File: src/rtl/minc_pkg.sv
// rtl/minc_pkg.sv - shared constants and state type for the minc instruction-ROM loader
package minc_pkg;

    localparam logic [7:0] LOADER_SYNC = 8'hA5;
    localparam int         INSTR_W     = 15;
    localparam int         ADDR_W      = 8;

    typedef enum logic [2:0] {
        ST_IDLE,
        ST_COUNT,
        ST_HI,
        ST_LO,
        ST_CSUM,
        ST_DONE,
        ST_ERR
    } loader_state_t;

endpackage

File: src/rtl/minc_loader.sv
// rtl/minc_loader.sv - byte-stream loader for the minc instruction ROM; holds the core in reset until loaded
// Optional trailing checksum byte and check enabled by defining MINC_LOADER_CSUM_EN.
module minc_loader
    import minc_pkg::*;
(
    input  logic               CLK,
    input  logic               nRESET,
    input  logic [7:0]         rx_data,
    input  logic               rx_valid,
    output logic               rx_ready,
    output logic               rom_we,
    output logic [ADDR_W-1:0]  rom_waddr,
    output logic [INSTR_W-1:0] rom_wdata,
    output logic               cpu_nreset,
    output logic               done,
    output logic               error
);

    loader_state_t      state_q;
    logic               rx_ready_q;
    logic               rom_we_q;
    logic [ADDR_W-1:0]  rom_waddr_q;
    logic [INSTR_W-1:0] rom_wdata_q;
    logic               cpu_nreset_q;
    logic               done_q;
    logic               error_q;
    logic [ADDR_W-1:0]  addr_q;
    logic [8:0]         cnt_q;
    logic [INSTR_W-9:0] hi_q;
`ifdef MINC_LOADER_CSUM_EN
    logic [7:0]         csum_q;
`endif

    always_ff @(posedge CLK or negedge nRESET) begin
        if (!nRESET) begin
            state_q      <= ST_IDLE;
            rx_ready_q   <= 1'b0;
            rom_we_q     <= 1'b0;
            rom_waddr_q  <= '0;
            rom_wdata_q  <= '0;
            cpu_nreset_q <= 1'b0;
            done_q       <= 1'b0;
            error_q      <= 1'b0;
            addr_q       <= '0;
            cnt_q        <= '0;
            hi_q         <= '0;
`ifdef MINC_LOADER_CSUM_EN
            csum_q       <= '0;
`endif
        end else begin
            rom_we_q <= 1'b0;
            // Only IDLE can follow reset with rx_ready low; every exit to DONE/ERR clears it below.
            if (state_q == ST_IDLE) begin
                rx_ready_q <= 1'b1;
            end
            if (rx_ready_q && rx_valid) begin
                case (state_q)
                    ST_IDLE: begin
                        if (rx_data == LOADER_SYNC) begin
                            state_q <= ST_COUNT;
                        end
                    end
                    ST_COUNT: begin
                        cnt_q   <= (rx_data == 8'h00) ? 9'd256 : {1'b0, rx_data};
                        addr_q  <= '0;
`ifdef MINC_LOADER_CSUM_EN
                        csum_q  <= '0;
`endif
                        state_q <= ST_HI;
                    end
                    ST_HI: begin
                        if (rx_data[7]) begin
                            state_q    <= ST_ERR;
                            error_q    <= 1'b1;
                            rx_ready_q <= 1'b0;
                        end else begin
                            hi_q    <= rx_data[INSTR_W-9:0];
`ifdef MINC_LOADER_CSUM_EN
                            csum_q  <= csum_q + rx_data;
`endif
                            state_q <= ST_LO;
                        end
                    end
                    ST_LO: begin
                        rom_we_q    <= 1'b1;
                        rom_waddr_q <= addr_q;
                        rom_wdata_q <= {hi_q, rx_data};
                        addr_q      <= addr_q + 8'd1;
                        cnt_q       <= cnt_q - 9'd1;
`ifdef MINC_LOADER_CSUM_EN
                        csum_q      <= csum_q + rx_data;
`endif
                        if (cnt_q == 9'd1) begin
`ifdef MINC_LOADER_CSUM_EN
                            state_q      <= ST_CSUM;
`else
                            state_q      <= ST_DONE;
                            done_q       <= 1'b1;
                            cpu_nreset_q <= 1'b1;
                            rx_ready_q   <= 1'b0;
`endif
                        end else begin
                            state_q <= ST_HI;
                        end
                    end
`ifdef MINC_LOADER_CSUM_EN
                    ST_CSUM: begin
                        rx_ready_q <= 1'b0;
                        if (rx_data == csum_q) begin
                            state_q      <= ST_DONE;
                            done_q       <= 1'b1;
                            cpu_nreset_q <= 1'b1;
                        end else begin
                            state_q <= ST_ERR;
                            error_q <= 1'b1;
                        end
                    end
`endif
                    default: begin
                    end
                endcase
            end
        end
    end

    assign rx_ready   = rx_ready_q;
    assign rom_we     = rom_we_q;
    assign rom_waddr  = rom_waddr_q;
    assign rom_wdata  = rom_wdata_q;
    assign cpu_nreset = cpu_nreset_q;
    assign done       = done_q;
    assign error      = error_q;

endmodule

File: config.mk
export PLATFORM = sky130hd
export DESIGN_NAME = minc_loader
export DESIGN_NICKNAME = d
export VERILOG_FILES = /design/src/rtl/minc_pkg.sv /design/src/rtl/minc_loader.sv
export SDC_FILE = /design/constraint.sdc
export NUM_CORES = 1
export LEC_CHECK = 0
export ABC_AREA = 1
export BUFFER_PORTS_ARGS = -buffer_cell sky130_fd_sc_hd__buf_4
export CORE_MARGIN = 4
export CORE_UTILIZATION = 25
export DETAILED_ROUTE_END_ITERATION = 16
export PLACE_DENSITY = 0.42
export SYNTH_ARGS = -nofsm -noshare
export SYNTH_HDL_FRONTEND = slang
export SYNTH_SLANG_ARGS = --single-unit
File: constraint.sdc
create_clock -name CLK -period 2.4 [get_ports CLK]
set_input_delay 0.12 -clock CLK [delete_from_list [all_inputs] [get_ports CLK]]
set_output_delay 0.12 -clock CLK [all_outputs]
set_load 0.03 [all_outputs]
# After elaboration in Yosys (flattened, before gate mapping)
# Index checks and enable logic that the tools add are counted.
# word_totals
regBits,54
input_bits,11
# op_classes
addsub,2
eq_ne,6
n_mux,14
bitwise_logic,1
n_reduce_logical,11
# ops
cell,n
one-hot mux 9 bit (2 select lines),1
one-hot mux 8 bit (2 select lines),1
one-hot mux 3 bit (4 select lines),1
AND reduction 3 bit,4
"== test 9 x 1 -> 1 bit, second input constant",1
two-way mux 3 bit,3
two-way mux 9 bit,1
"subtractor 9 x 1 -> 9 bit, second input constant",1
"adder 8 x 1 -> 8 bit, second input constant",1
"== test 8 bit, second input constant",1
zero test 8 bit,1
"== test 3 x 2 -> 1 bit, second input constant",2
two-way mux 1 bit,6
AND reduction 2 bit,2
nonzero test 4 bit,1
"== test 3 x 1 -> 1 bit, second input constant",1
zero test 3 bit,1
"inequality test 2 x 1 -> 1 bit, second input constant",1
one-hot mux 1 bit (2 select lines),1
nonzero test 2 bit,1
logical AND 1 bit,1
NOT 1 bit,1

# Logic depth before layout (Yosys ltp)
# Gate-level depths: netlist of the first run.
# logic_depth
depth_word,5
ltp_mapped,9
ltp_nobuf,9

# Worst setup path before layout of the first run
# Ideal clock, no wire load.
# synth_timing
path_kind,register to register
from,"reg rx_ready_q, in the netlist rx_ready"
to,"reg rom_wdata_q[3], in the netlist rom_wdata[3]"
setup_ps,120
t_arrival_ps,1266
path_slack_ps,1014
path_stages_with_launch,8
n_path_buf,2
period_less_slack_ps,1386
path_cell_list,dfrtp_1 -> nand2_1 -> inv_1 -> nand2_2 -> buf_6 -> buf_6 -> nand2_1 -> o21ai_2
# synth_via
elab_chain_cells,2
# synth_lines
item,line_no,rtl
"start, declared",minc_loader.sv:20,logic rx_ready_q;
"start signal, assigned",minc_loader.sv:37,rx_ready_q <= 1'b0;
"start signal, assigned",minc_loader.sv:54,rx_ready_q <= 1'b1;
"start signal, assigned",minc_loader.sv:75,rx_ready_q <= 1'b0;
logical AND 1 bit,minc_loader.sv:56,if (rx_ready_q && rx_valid) begin
AND reduction 2 bit (no source line),-,
"end signal, assigned",minc_loader.sv:87,"rom_wdata_q <= {hi_q, rx_data};"
"end, declared",minc_loader.sv:23,logic [INSTR_W-1:0] rom_wdata_q;
# Every way passes these cells.
# A chain may end at the register's enable or synchronous reset.

# Worst setup path in the final report of the first run
# layout_timing
from,reg state_q[2]
to,reg addr_q[5]
# layout_via
elab_chain_cells,3
# layout_lines
item,line_no,rtl
"start, declared",minc_loader.sv:19,loader_state_t state_q;
"start signal, assigned",minc_loader.sv:36,state_q <= ST_IDLE;
"start signal, assigned",minc_loader.sv:60,state_q <= ST_COUNT;
"start signal, assigned",minc_loader.sv:69,state_q <= ST_HI;
== test 3 x 2 -> 1 bit or == test 3 x 1 -> 1 bit (tied branches),minc_loader.sv:57,case (state_q)
nonzero test 2 bit (no source line),-,
AND reduction 2 bit (no source line),-,
"end signal, assigned",minc_loader.sv:88,addr_q <= addr_q + 8'd1;
"end, declared",minc_loader.sv:27,logic [ADDR_W-1:0] addr_q;
# Several ways; a longest one is shown, not always the timed one.

==> impl_results.md, run 1 <==
- Setup crit end kind: flip-flop
- Ant diodes: 0
- Number of global-route vias before repair: 2,100
- Top-area cell type share of the netlist area: a little under 50%
- Setup TNS: 0 ps
- Final setup vio count: 0
- DRC: 0
- Fmax: roughly 630 MHz
- Clock root cell: clkbuf_8
- TritonCTS buffer count: 5
- Ys flop type: dfrtp_1
- Type of the worst min-delay path: in -> reg
- CTS tree: done
- Worst Path Arrival: 1830 ps
- Min-delay src: rx_data[4]
- Gpl congestion: 0.8231
- Final core utilization: 30.89%
- EDFF count, synth: 0
- Tmin final: 1592 ps
- Largest net degree at the start of global routing: 55
- Starting Density: 26.11%
- Part of the Yosys area used for sequential elements: between 40% and 50%
- I/O pins: 39
- Crit-path max FO: 9
- Synth async-reset ratio: 100.0%
- Buffers on Ports: 38
- FP Rows: 37
- Top cells by count, synth: 125 x nand2_1, 54 x dfrtp_1, 40 x inv_1, 27 x nor2_1, 20 x o21ai_2
- Clock Latency Late Sink: between 300 and 400 ps
- Die Span X: 112.5 um
- Clock buffer depth: 2
- Post-cts sizing count: 0
- First-pass GRT wire length: 11,080 um
- RSZ-0062 raised after global routing: false
- Die area: 0.01266 sq mm
- Initial antenna violation count: 0
- Startpoint types: flip-flop
- Setup ws final: approximately 800 ps
- Clock transition at path regs: approximately 100 ps
- Setup CP Type: reg -> reg
- Max-cap violations: 0
- Dominant cells by area after synthesis: dfrtp_1 49%, nand2_1 17%, o21ai_2 6.4%
- Cell taking the most area after synthesis: dfrtp_1
- DR WL/cell: 12.54 um
- Synth Net Count: between 300 and 400
- Hold Path Stages: 3
- GRT Total Usage: approximately 11%
- Total wire length after detailed routing: between 6000 and 7000 um
- GRT Residual Overflow: 0
- R2R depth: 9
- Syn_area_per_cell: 8.057 sq um
- Htree depth: 2
- R2r startpoint: state_q[2]
- Post-DP HPWL: between 4000 and 5000 um
- Core footprint: about 0.010 sq mm
- FF+latch count, synth: between 50 and 60
- 1st-pass router iterations: 4
- Initial DRC Count: 181
- Die Y: approximately 110 um
- Place WS: slightly above 800 ps
- Crit Reg-Reg Endpoint: addr_q[5]
- Antenna-violating nets left: 0
- YS warnings: 0
- Slew margin rel.: between 50% and 60%
- Tcrit/Tclk final: roughly two thirds
- Layout cell share with drive strength beyond 1: 21.90%
- Pwr Density: roughly 470 mW/mm^2
- Total number of vias: ~2,200
- Nets: 392
- Outcome: completed
- Cell area after synthesis: ~0.0027 sq mm
- Most frequent cell after synthesis: nand2_1
- Vias per cell: approximately 4.3
- Worst EP required: 2640 ps
- Clk_skew: 7.397 ps
- Clk sinks: 54
- Synthesized instance count: between 300 and 400
- Synthesis-to-finish area growth: 18.32%
- Worst hold margin: 90.34 ps
- Count of unique library cells instantiated by Yosys: 25
- Final Hold Viols: 0
- Worst Hold Path EP: cnt_q[4]
- Leak: ~0.0017 uW
- Worst Tran Pin Value: approximately 700 ps
- Worst reg-to-reg setup slack: between 800 and 900 ps
- Maximum VDD drop: around 0.25 mV
- Final Max Slew Viols: 0
## layout make-up
cell class	instances	area, sq um
clock inverter	2	16.27
clock buffer	6	82.58
inverter	41	153.9
tap	136	170.2
fill	1133	7231
multi-input combinational	233	1132
sequential	54	1351
timing repair buffer	43	325.3
## sequential cells by signal, indices dropped and copies added, names as in the netlist
signal	cells
hi_q	7
rom_wdata	15
addr_q	8
rom_we	1
error	1
rx_ready	1
done	1
state_q	3
cnt_q	9
rom_waddr	8
## worst max-delay path, stage by stage (launching register included)
cell	delay, ps
dfrtp_1	520
inv_1	120
nand2_1	90
nor2_2	150
buf_4	180
and2_1	200
nand2_1	80
nand2_1	60
inv_1	30
nor2_1	100
## worst max-delay path by stage
stage	start	to	cells past startpoint
after floorplan	rx_ready	rom_wdata[3]	7
after global placement	state_q[2]	cnt_q[6]	8
after detailed placement	rx_ready	rom_wdata[3]	6
after CTS	rx_ready	rom_wdata[3]	6
after global routing	rx_ready	rom_wdata[7]	6
final	state_q[2]	addr_q[5]	9
## power by group
group,internal (uW),leakage (uW),switching (uW)
Sequential,909,0.000713,0
Clock,239,0.0000478,329
Combinational,14.8,0.000955,38.5
## cells by family (layout without fill, tap and decap cells)
logic type	count (synthesis)	in the layout	share of synthesized area [%]
buffers and inverters	52	92	9.069
AND/OR/NAND/NOR	187	187	28.77
adder cells (fa/ha/maj)	3	3	1.374
AO/OA/AOI/OAI	43	43	11.31
flip-flops	54	54	49.47
## per-layer routing
layer / track usage (%) / vias up / wire length (um)
met2: 16.41 / 56 / 2885
met3: 1.779 / 8 / 282
met4: 3.526 / 0 / 116
met1: 15.33 / 1043 / 3174
li1: - / 1131 / -
met5: 0 / - / 0
## stage by stage
stage / std cells / instance area [sq um] / power, uW
2_1_floorplan: 339 / 2731 / 939.4
3_3_place_gp: 506 / 3123 / 982.6
3_5_place_dp: 506 / 3123 / 982.0
4_1_cts: 515 / 3232 / 1566
5_1_grt: 515 / 3232 / 1616
6_report: 515 / 3232 / 1530
## cells in the final DEF (no fill, tap or decap), types with 6 or more instances in the layout
cell / count
buf_4: 42
a21oi_1: 6
nor2_1: 27
clkbuf_8: 6
nand3_1: 16
nand2_2: 6
nand2_1: 125
dfrtp_1: 54
o21ai_2: 20
o21ai_0: 10
inv_1: 40
## repair_timing
item / 4_1_cts / 5_1_grt
endpoints found under the hold margin: 54 / 0
hold buffers: 1 / 0
buffers inserted: 0 / 0
Power figures use the tool's default switching activity.
==> run 2, diff against run 1 <==
--- a/config.mk
+++ b/config.mk
@@ -5,7 +5,7 @@
 export SDC_FILE = /design/constraint.sdc
 export NUM_CORES = 1
 export LEC_CHECK = 0
-export ABC_AREA = 1
+export ABC_AREA = 0
 export BUFFER_PORTS_ARGS = -buffer_cell sky130_fd_sc_hd__buf_4
 export CORE_MARGIN = 4
 export CORE_UTILIZATION = 25
==> constraint.sdc (replaced) <==
create_clock -name CLK -period 1.5 [get_ports CLK]
set_input_delay 0.075 -clock CLK [delete_from_list [all_inputs] [get_ports CLK]]
set_output_delay 0.075 -clock CLK [all_outputs]
set_load 0.03 [all_outputs]
==> run 2 against run 1 <==
Compared with the run above:
- the flow now finishes with violations (setup timing)
- first-iteration DRC count shrank 61%
- register-to-register slack lost 860 ps
- critical path depth shrank 4
- largest cell class unchanged
- sequential cell count is the same
- sequential share of layout area shrank 2.9 points
- critical endpoint is now cnt_q[4]
- synthesized cell count shrank 35%
==> impl_results.md, run 2 <==
- Busiest grt layer: met2 (unchanged)
- Mux cell area share after synthesis: 16.64% (was 0%)
- FF+latch count, synth: 54 (unchanged)
- Initial DRC Count: 70 (was 181)
- Initial antenna violation count: 0 (unchanged)
- Nets: 303 (was 392)
- Crit-path max FO: 4 (was 9)
- CTS tree: done (unchanged)
- Worst Path Arrival: 1750 ps (was 1830 ps)
- First-pass GRT wire length: 11,070 um (was 11,080 um)
- Met2 GRT Util: 17.76% (was 16.41%)
- Synth Net Count: 233 (was 353)
- Antenna-violating nets left: 0 (unchanged)
- Outcome: finished with violations (was completed)
- Worst Tran Pin Value: 337.9 ps (was 692.9 ps)
- Synthesis-to-finish area growth: 30.87% (was 18.32%)
- Switching part of the total: 22.54% (was 24.02%)
- Maximum VDD drop: 0.3103 mV (was 0.2493 mV)
- Failing checks: setup timing
- Cell taking the most area after synthesis: dfrtp_1 (unchanged)
- Hold Path Stages: 2 (was 3)
- Clock buffer depth: 2 (unchanged)
- GRT Residual Overflow: 0 (unchanged)
- Leading cell type in the layout, fill and taps excluded: buf_4 (was nand2_1)
- Buffers on Ports: 38 (unchanged)
- Number of global-route vias before repair: 2,093 (was 2,100)
- Global-route track usage on met3: 2.511% (was 1.779%)
- Worst hold margin: 13.43 ps (was 90.34 ps)
- Met1 track demand over resource: 14.63% (was 15.33%)
- RSZ-0062 raised after global routing: true (was false)
- Cell area after synthesis: 0.002655 sq mm (was 0.002731 sq mm)
- TritonCTS buffer count: 5 (unchanged)
- Part of the Yosys area used for sequential elements: 50.90% (was 49.47%)
- Die area: 0.01233 sq mm (was 0.01266 sq mm)
- Largest net degree at the start of global routing: 24 (was 55)
- XOR/XNOR share of the synthesized area: 0% (unchanged)
- Leak: 0.001743 uW (was 0.001716 uW)
- Clock Power Share: 33.9% (was 37.1%)
- YS warnings: 0 (unchanged)
- GRT Total Usage: 11.02% (was 10.71%)
- Syn_area_per_cell: 12.12 sq um (was 8.057 sq um)
- FP Rows: 37 (unchanged)
- DRC: 0 (unchanged)
- Setup ws final: -50.63 ps (was 808.1 ps)
- Starting Density: 25.72% (was 26.11%)
- Final Hold Viols: 0 (unchanged)
- Max reg flops: 15 (unchanged)
- EDFF count, synth: 0 (unchanged)
- Fmax: 644.9 MHz (was 628.2 MHz)
- DR WL/cell: 15.10 um (was 12.54 um)
- Reg power frac: 62.2% (was 59.4%)
- Synthesized instance count: 219 (was 339)
- Dominant cells by area after synthesis: dfrtp_1 51%, mux2_4 9.6%, mux2_2 5.5% (was dfrtp_1 49%, nand2_1 17%, o21ai_2 6.4%)
- Max-cap violations: 0 (unchanged)
- Setup TNS: -50.63 ps (was 0 ps)
- Worst EP required: 1700 ps (was 2640 ps)
- Ant diodes: 0 (unchanged)
- Int Power: 1812 uW (was 1163 uW)
- Count of unique library cells instantiated by Yosys: 48 (was 25)
- Slew margin rel.: 77.43% (was 53.81%)
- Most frequent cell after synthesis: dfrtp_1 (was nand2_1)
- Startpoint types: flip-flop (unchanged)
- Largest family of logic cells by synthesized area: simple AND/OR/NAND/NOR gates (unchanged)
- Clk_skew: 9.536 ps (was 7.397 ps)
- Total number of vias: 1,960 (was 2,238)
- Clock root cell: clkbuf_8 (unchanged)
- Switching power: 527.3 uW (was 367.6 uW)
- Final setup vio count: 1 (was 0)
- Clk sinks: 54 (unchanged)
- Final core utilization: 33.66% (was 30.89%)
- Tcrit/Tclk final: 103.4% (was 66.33%)
- Core footprint: 0.01032 sq mm (was 0.01046 sq mm)
- R2R depth: 5 (was 9)
- Top-area cell type share of the netlist area: 50.90% (was 49.47%)
- Gpl congestion: 0.7887 (was 0.8231)
- I/O pins: 39 (unchanged)
- Synth async-reset ratio: 100.0% (unchanged)
- Synth Area in Adders: 1.414% (was 1.374%)
- Ys flop type: dfrtp_1 (unchanged)
- 1st-pass router iterations: 4 (unchanged)
- Setup crit end kind: flip-flop (unchanged)
- Synth Area in Compound Gates: 9.566% (was 11.31%)
- Final Max Slew Viols: 0 (unchanged)
- Simple-Gate Fraction of Synth Area: 16.92% (was 28.77%)
- Clock transition at path regs: 100 ps (about the same)
- Top cells by count, synth: 54 x dfrtp_1, 17 x mux2_4, 17 x nand2_1, 13 x mux2_2, 8 x o21ai_0 (was 125 x nand2_1, 54 x dfrtp_1, 40 x inv_1, 27 x nor2_1, 20 x o21ai_2)
- Htree depth: 2 (unchanged)
- Setup CP Type: reg -> reg (unchanged)
- Tmin final: 1551 ps (was 1592 ps)
- Total wire length after detailed routing: 6417 um (was 6460 um)
- Pwr Density: 673.1 mW/mm^2 (was 473.6 mW/mm^2)
- Most frequent cells in the layout: 72 x buf_4, 53 x dfrtp_1, 17 x mux2_4, 17 x nand2_1, 13 x mux2_2 (was 125 x nand2_1, 54 x dfrtp_1, 42 x buf_4)
- Clock Latency Late Sink: 310 ps (about the same)
- Die Y: 111.1 um (was 112.5 um)
- Comb pwr share: 4.0% (was 3.5%)
- Die Span X: 111.1 um (was 112.5 um)
- Layout cell share with drive strength beyond 1: 44.64% (was 21.90%)
- Type of the worst min-delay path: in -> reg (unchanged)
- FILL cells: 1,067 (was 1,133)
- Post-DP HPWL: 4810 um (was 4731 um)
- Vias per cell: 4.612 (was 4.346)
[run 2: changes by cell type after synthesis, moves of 11 or more]
cell     before  now
mux2_4        0   17
o21ai_2      20    0
inv_1        40    7
mux2_2        0   13
nor2_1       27    3
nand3_1      16    5
nand2_1     125   17
[run 2: path summary, 6_finish.rpt]
check                              start            end  slack [ps]
worst min register to register     error          error         470
worst max register to register  cnt_q[0]       cnt_q[4]         -50
min in group asynchronous         nRESET  rom_wdata[12]         200
max in group asynchronous         nRESET   rom_waddr[1]         830
worst min-delay path            rx_valid       rx_ready          10
worst max-delay path            cnt_q[0]       cnt_q[4]         -50
[run 2: kinds of logic (layout without fill, tap and decap cells)]
logic type	Yosys count	after routing
compound gates	37	37
simple gates	70	70
mux	34	34
fa+ha+maj	3	3
buf+inv	21	91
flops	54	54
[run 2: layout make-up]
| cell class | instances | area [sq um] | share of cell area, % |
|---|---|---|---|
| flip-flops and latches | 54 | 1353 | 38.93 |
| multi-input cells | 144 | 1224 | 35.22 |
| repair buffers | 77 | 621.8 | 17.90 |
| well taps | 136 | 170.2 | 4.897 |
| clock buffers | 6 | 72.57 | 2.089 |
| inverters | 7 | 26.28 | 0.7562 |
| clock inverters | 1 | 7.507 | 0.2161 |
[run 2: power groups by stage]
stage | registers [uW] | logic, uW | clock network (uW)
2_1_floorplan | 1480 | 11.6 | 0
3_3_place_gp | 1480 | 95.3 | 0
3_5_place_dp | 1480 | 95.7 | 0
4_1_cts | 1450 | 97.8 | 841
5_1_grt | 1450 | 106 | 911
6_report | 1450 | 92.6 | 792
[run 2: worst max-delay path, cell delays in order, from the launching register on]
cell and delay, ps:
dfrtp_1 420, inv_2 80, ha_4 110, or3b_4 370, o32a_1 290, o22a_1 190
[run 2: per-layer routing]
| metal | vias up | part of all wire [%] |
|---|---|---|
| met5 | - | 0 |
| met4 | 0 | 2.0 |
| met3 | 11 | 3.7 |
| met2 | 38 | 45 |
| met1 | 964 | 49 |
| li1 | 947 | - |
[run 2: stage by stage]
| step | std cells | total power [uW] | setup WS (ps) | instance area, sq um |
|---|---|---|---|---|
| 2_1_floorplan | 219 | 1495 | -58.03 | 2673 |
| 3_3_place_gp | 414 | 1579 | -27.57 | 3329 |
| 3_5_place_dp | 414 | 1579 | -59.58 | 3329 |
| 4_1_cts | 425 | 2393 | -52.61 | 3453 |
| 5_1_grt | 425 | 2472 | -108.2 | 3475 |
| 6_report | 425 | 2339 | -50.63 | 3475 |
[run 2: repair_timing]
action                                 CTS  global route
resized for setup                        2             6
endpoints found under the hold margin   42             0
hold buffers                             1             0
setup endpoints to repair                2             7
setup buffers                            3             0
==> run 3, diff against run 2 <==
--- a/config.mk
+++ b/config.mk
@@ -6,11 +6,13 @@
 export NUM_CORES = 1
 export LEC_CHECK = 0
 export ABC_AREA = 0
+export ABC_CLOCK_PERIOD_IN_PS = 1500
 export BUFFER_PORTS_ARGS = -buffer_cell sky130_fd_sc_hd__buf_4
-export CORE_MARGIN = 4
+export CELL_PAD_IN_SITES_DETAIL_PLACEMENT = 2
+export CELL_PAD_IN_SITES_GLOBAL_PLACEMENT = 2
 export CORE_UTILIZATION = 25
 export DETAILED_ROUTE_END_ITERATION = 16
-export PLACE_DENSITY = 0.42
+export PLACE_DENSITY = 0.57
 export SYNTH_ARGS = -nofsm -noshare
 export SYNTH_HDL_FRONTEND = slang
 export SYNTH_SLANG_ARGS = --single-unit
==> run 3 against run 2 <==
Compared with the run above:
- final cell count decreased by 0.24%
- sequential power about the same
- hold slack improved by 3.2 ps
- design area increased by 0.47%
- via count increased by 3.4%
- clock skew increased by 5.2 ps
- critical path depth unchanged
- power increased by 4.9%
- fmax decreased by 3.5%
- wire length increased by 16%
- non-clock buffer count decreased by 2
- the flow still finishes with violations (setup timing)
- largest cell class unchanged
- die area decreased by 11%
==> impl_results.md, run 3 (same netlist as run 2, synthesis figures left out) <==
- Total number of vias: 2,027 (was 1,960)
- Comb pwr share: 3.9% (was 4.0%)
- Clock transition at path regs: 120 ps (was 100 ps)
- Clock buffer depth: 2 (unchanged)
- GRT Total Usage: 14.31% (was 11.02%)
- CP startpoint: cnt_q[1] (was cnt_q[0])
- Total wire length after detailed routing: 7420 um (was 6417 um)
- Antenna-violating nets left: 0 (unchanged)
- DR WL/cell: 17.50 um (was 15.10 um)
- DP Cell Count: 412 (was 414)
- Buffers on Ports: 38 (unchanged)
- Clock Power Share: 36.8% (was 33.9%)
- Worst reg-to-reg setup slack: -110 ps (was -50 ps)
- Outcome: finished with violations (unchanged)
- Die Y: 105.1 um (was 111.1 um)
- Pwr Density: 703.0 mW/mm^2 (was 673.1 mW/mm^2)
- Die Span X: 105.1 um (was 111.1 um)
- Min-delay src: rx_data[1] (was rx_valid)
- Ant diodes: 0 (unchanged)
- Initial DRC Count: 46 (was 70)
- Gpl congestion: 0.7639 (was 0.7887)
- Worst Path Arrival: 1810 ps (was 1750 ps)
- Tcrit/Tclk final: 107.1% (was 103.4%)
- Max reg flops: 15 (unchanged)
- Post-DP HPWL: 5452 um (was 4810 um)
- Failing checks: setup timing (unchanged)
- Die area: 0.01104 sq mm (was 0.01233 sq mm)
- Initial antenna violation count: 0 (unchanged)
- Switching power: 614.4 uW (was 527.3 uW)
- GRT Residual Overflow: 0 (unchanged)
- Setup TNS: -107.0 ps (was -50.63 ps)
- RSZ-0062 raised after global routing: true (unchanged)
- Synthesis-to-finish area growth: 31.48% (was 30.87%)
- R2r startpoint: cnt_q[1] (was cnt_q[0])
- Maximum VDD drop: 0.3588 mV (was 0.3103 mV)
- 1st-pass router iterations: 4 (unchanged)
- Clock Latency Late Sink: 320 ps (was 310 ps)
- Startpoint types: flip-flop (unchanged)
- Slew margin rel.: 64.11% (was 77.43%)
- Final core utilization: 33.81% (was 33.66%)
- Fmax: 622.3 MHz (was 644.9 MHz)
- DRC: 0 (unchanged)
- First-pass GRT wire length: 12,260 um (was 11,070 um)
- Nets: 301 (was 303)
- Setup CP Type: reg -> reg (unchanged)
- Core footprint: 0.01032 sq mm (unchanged)
- Vias per cell: 4.781 (was 4.612)
- Largest net degree at the start of global routing: 26 (was 24)
- Max-cap violations: 0 (unchanged)
- Setup ws final: -107.0 ps (was -50.63 ps)
- Number of global-route vias before repair: 2,235 (was 2,093)
- CTS tree: done (unchanged)
- Final Instance Count excl. Fillers: 424 (was 425)
- Type of the worst min-delay path: in -> reg (unchanged)
- Crit-path max FO: 2 (was 4)
- Worst Tran Pin Value: 533.5 ps (was 337.9 ps)
- Final Max Slew Viols: 0 (unchanged)
- Starting Density: 25.72% (unchanged)
- Htree depth: 2 (unchanged)
- Leak: 0.001735 uW (was 0.001743 uW)
- Clock root cell: clkbuf_8 (unchanged)
- I/O pins: 39 (unchanged)
- Int Power: 1839 uW (was 1812 uW)
- Place WS: -95.37 ps (was -59.58 ps)
- Setup crit end kind: flip-flop (unchanged)
- Clk_skew: 14.73 ps (was 9.536 ps)
- FP Rows: 37 (unchanged)
- Layout cell share with drive strength beyond 1: 45.14% (was 44.64%)
- Worst EP required: 1700 ps (about the same)
- Final Hold Viols: 0 (unchanged)
- Tmin final: 1607 ps (was 1551 ps)
- TritonCTS buffer count: 5 (unchanged)
- Reg power frac: 59.3% (was 62.2%)
- Most frequent cells in the layout: 69 x buf_4, 52 x dfrtp_1, 17 x mux2_4, 17 x nand2_1, 13 x mux2_2 (was 72 x buf_4, 53 x dfrtp_1, 17 x mux2_4, 17 x nand2_1, 13 x mux2_2)
- Leading cell type in the layout, fill and taps excluded: buf_4 (unchanged)
- Final setup vio count: 1 (unchanged)
- Switching part of the total: 25.04% (was 22.54%)
- Clk sinks: 54 (unchanged)
run 3: cell type report:
type                    count  area, sq um
well taps                 136        170.2
inverters                   7        26.28
repair buffers             75        609.3
clock inverters             3        27.53
flip-flops and latches     54         1354
multi-input cells         144         1235
fillers                  1118         6833
clock buffers               5        68.82
run 3: repair_timing:
item,CTS,global route
hold endpoints to repair,47,0
buffers inserted,0,2
gates resized for setup,5,6
setup endpoints to repair,16,7
hold buffers,2,0
run 3: worst max-delay path, cell delays in order (launching register included):
cell,delay [ps]
dfrtp_1,410
inv_2,90
ha_4,130
or3b_4,380
o32a_1,300
o22a_1,200
run 3: per-layer routing:
metal | up-vias | wire, um | GRT usage (%)
li1 | 940 | - | -
met1 | 1059 | 3419 | 17.94
met2 | 26 | 3832 | 26.06
met3 | 2 | 136 | 2.246
met4 | 0 | 31 | 2.414
met5 | - | 0 | 0
run 3: worst paths after layout:
kind                                 endpoint  cells past startpoint
worst max register to register       cnt_q[4]                      5
max in group asynchronous            cnt_q[0]                      3
min in group asynchronous       rom_wdata[11]                      2
worst min-delay path             rom_wdata[1]                      2
worst min register to register          error                      1
worst max-delay path                 cnt_q[4]                      5
run 3: metrics by stage:
step / area (sq um) / total power (uW) / hold WS [ps]
after global routing: 3491 / 2546 / 11.15
final: 3491 / 2454 / 16.63
after floorplan: 2673 / 1495 / -220.6
after global placement: 3314 / 1578 / 20.74
after CTS: 3451 / 2510 / 9.775
after detailed placement: 3314 / 1579 / 17.43
run 3: power by group through the flow:
stage	clock network, uW	logic (uW)	registers (uW)
after floorplan	0	11.6	1480
after global placement	0	94.9	1480
final	903	95.9	1450
after global routing	983	108	1460
after CTS	955	100	1460
after detailed placement	0	95.6	1480
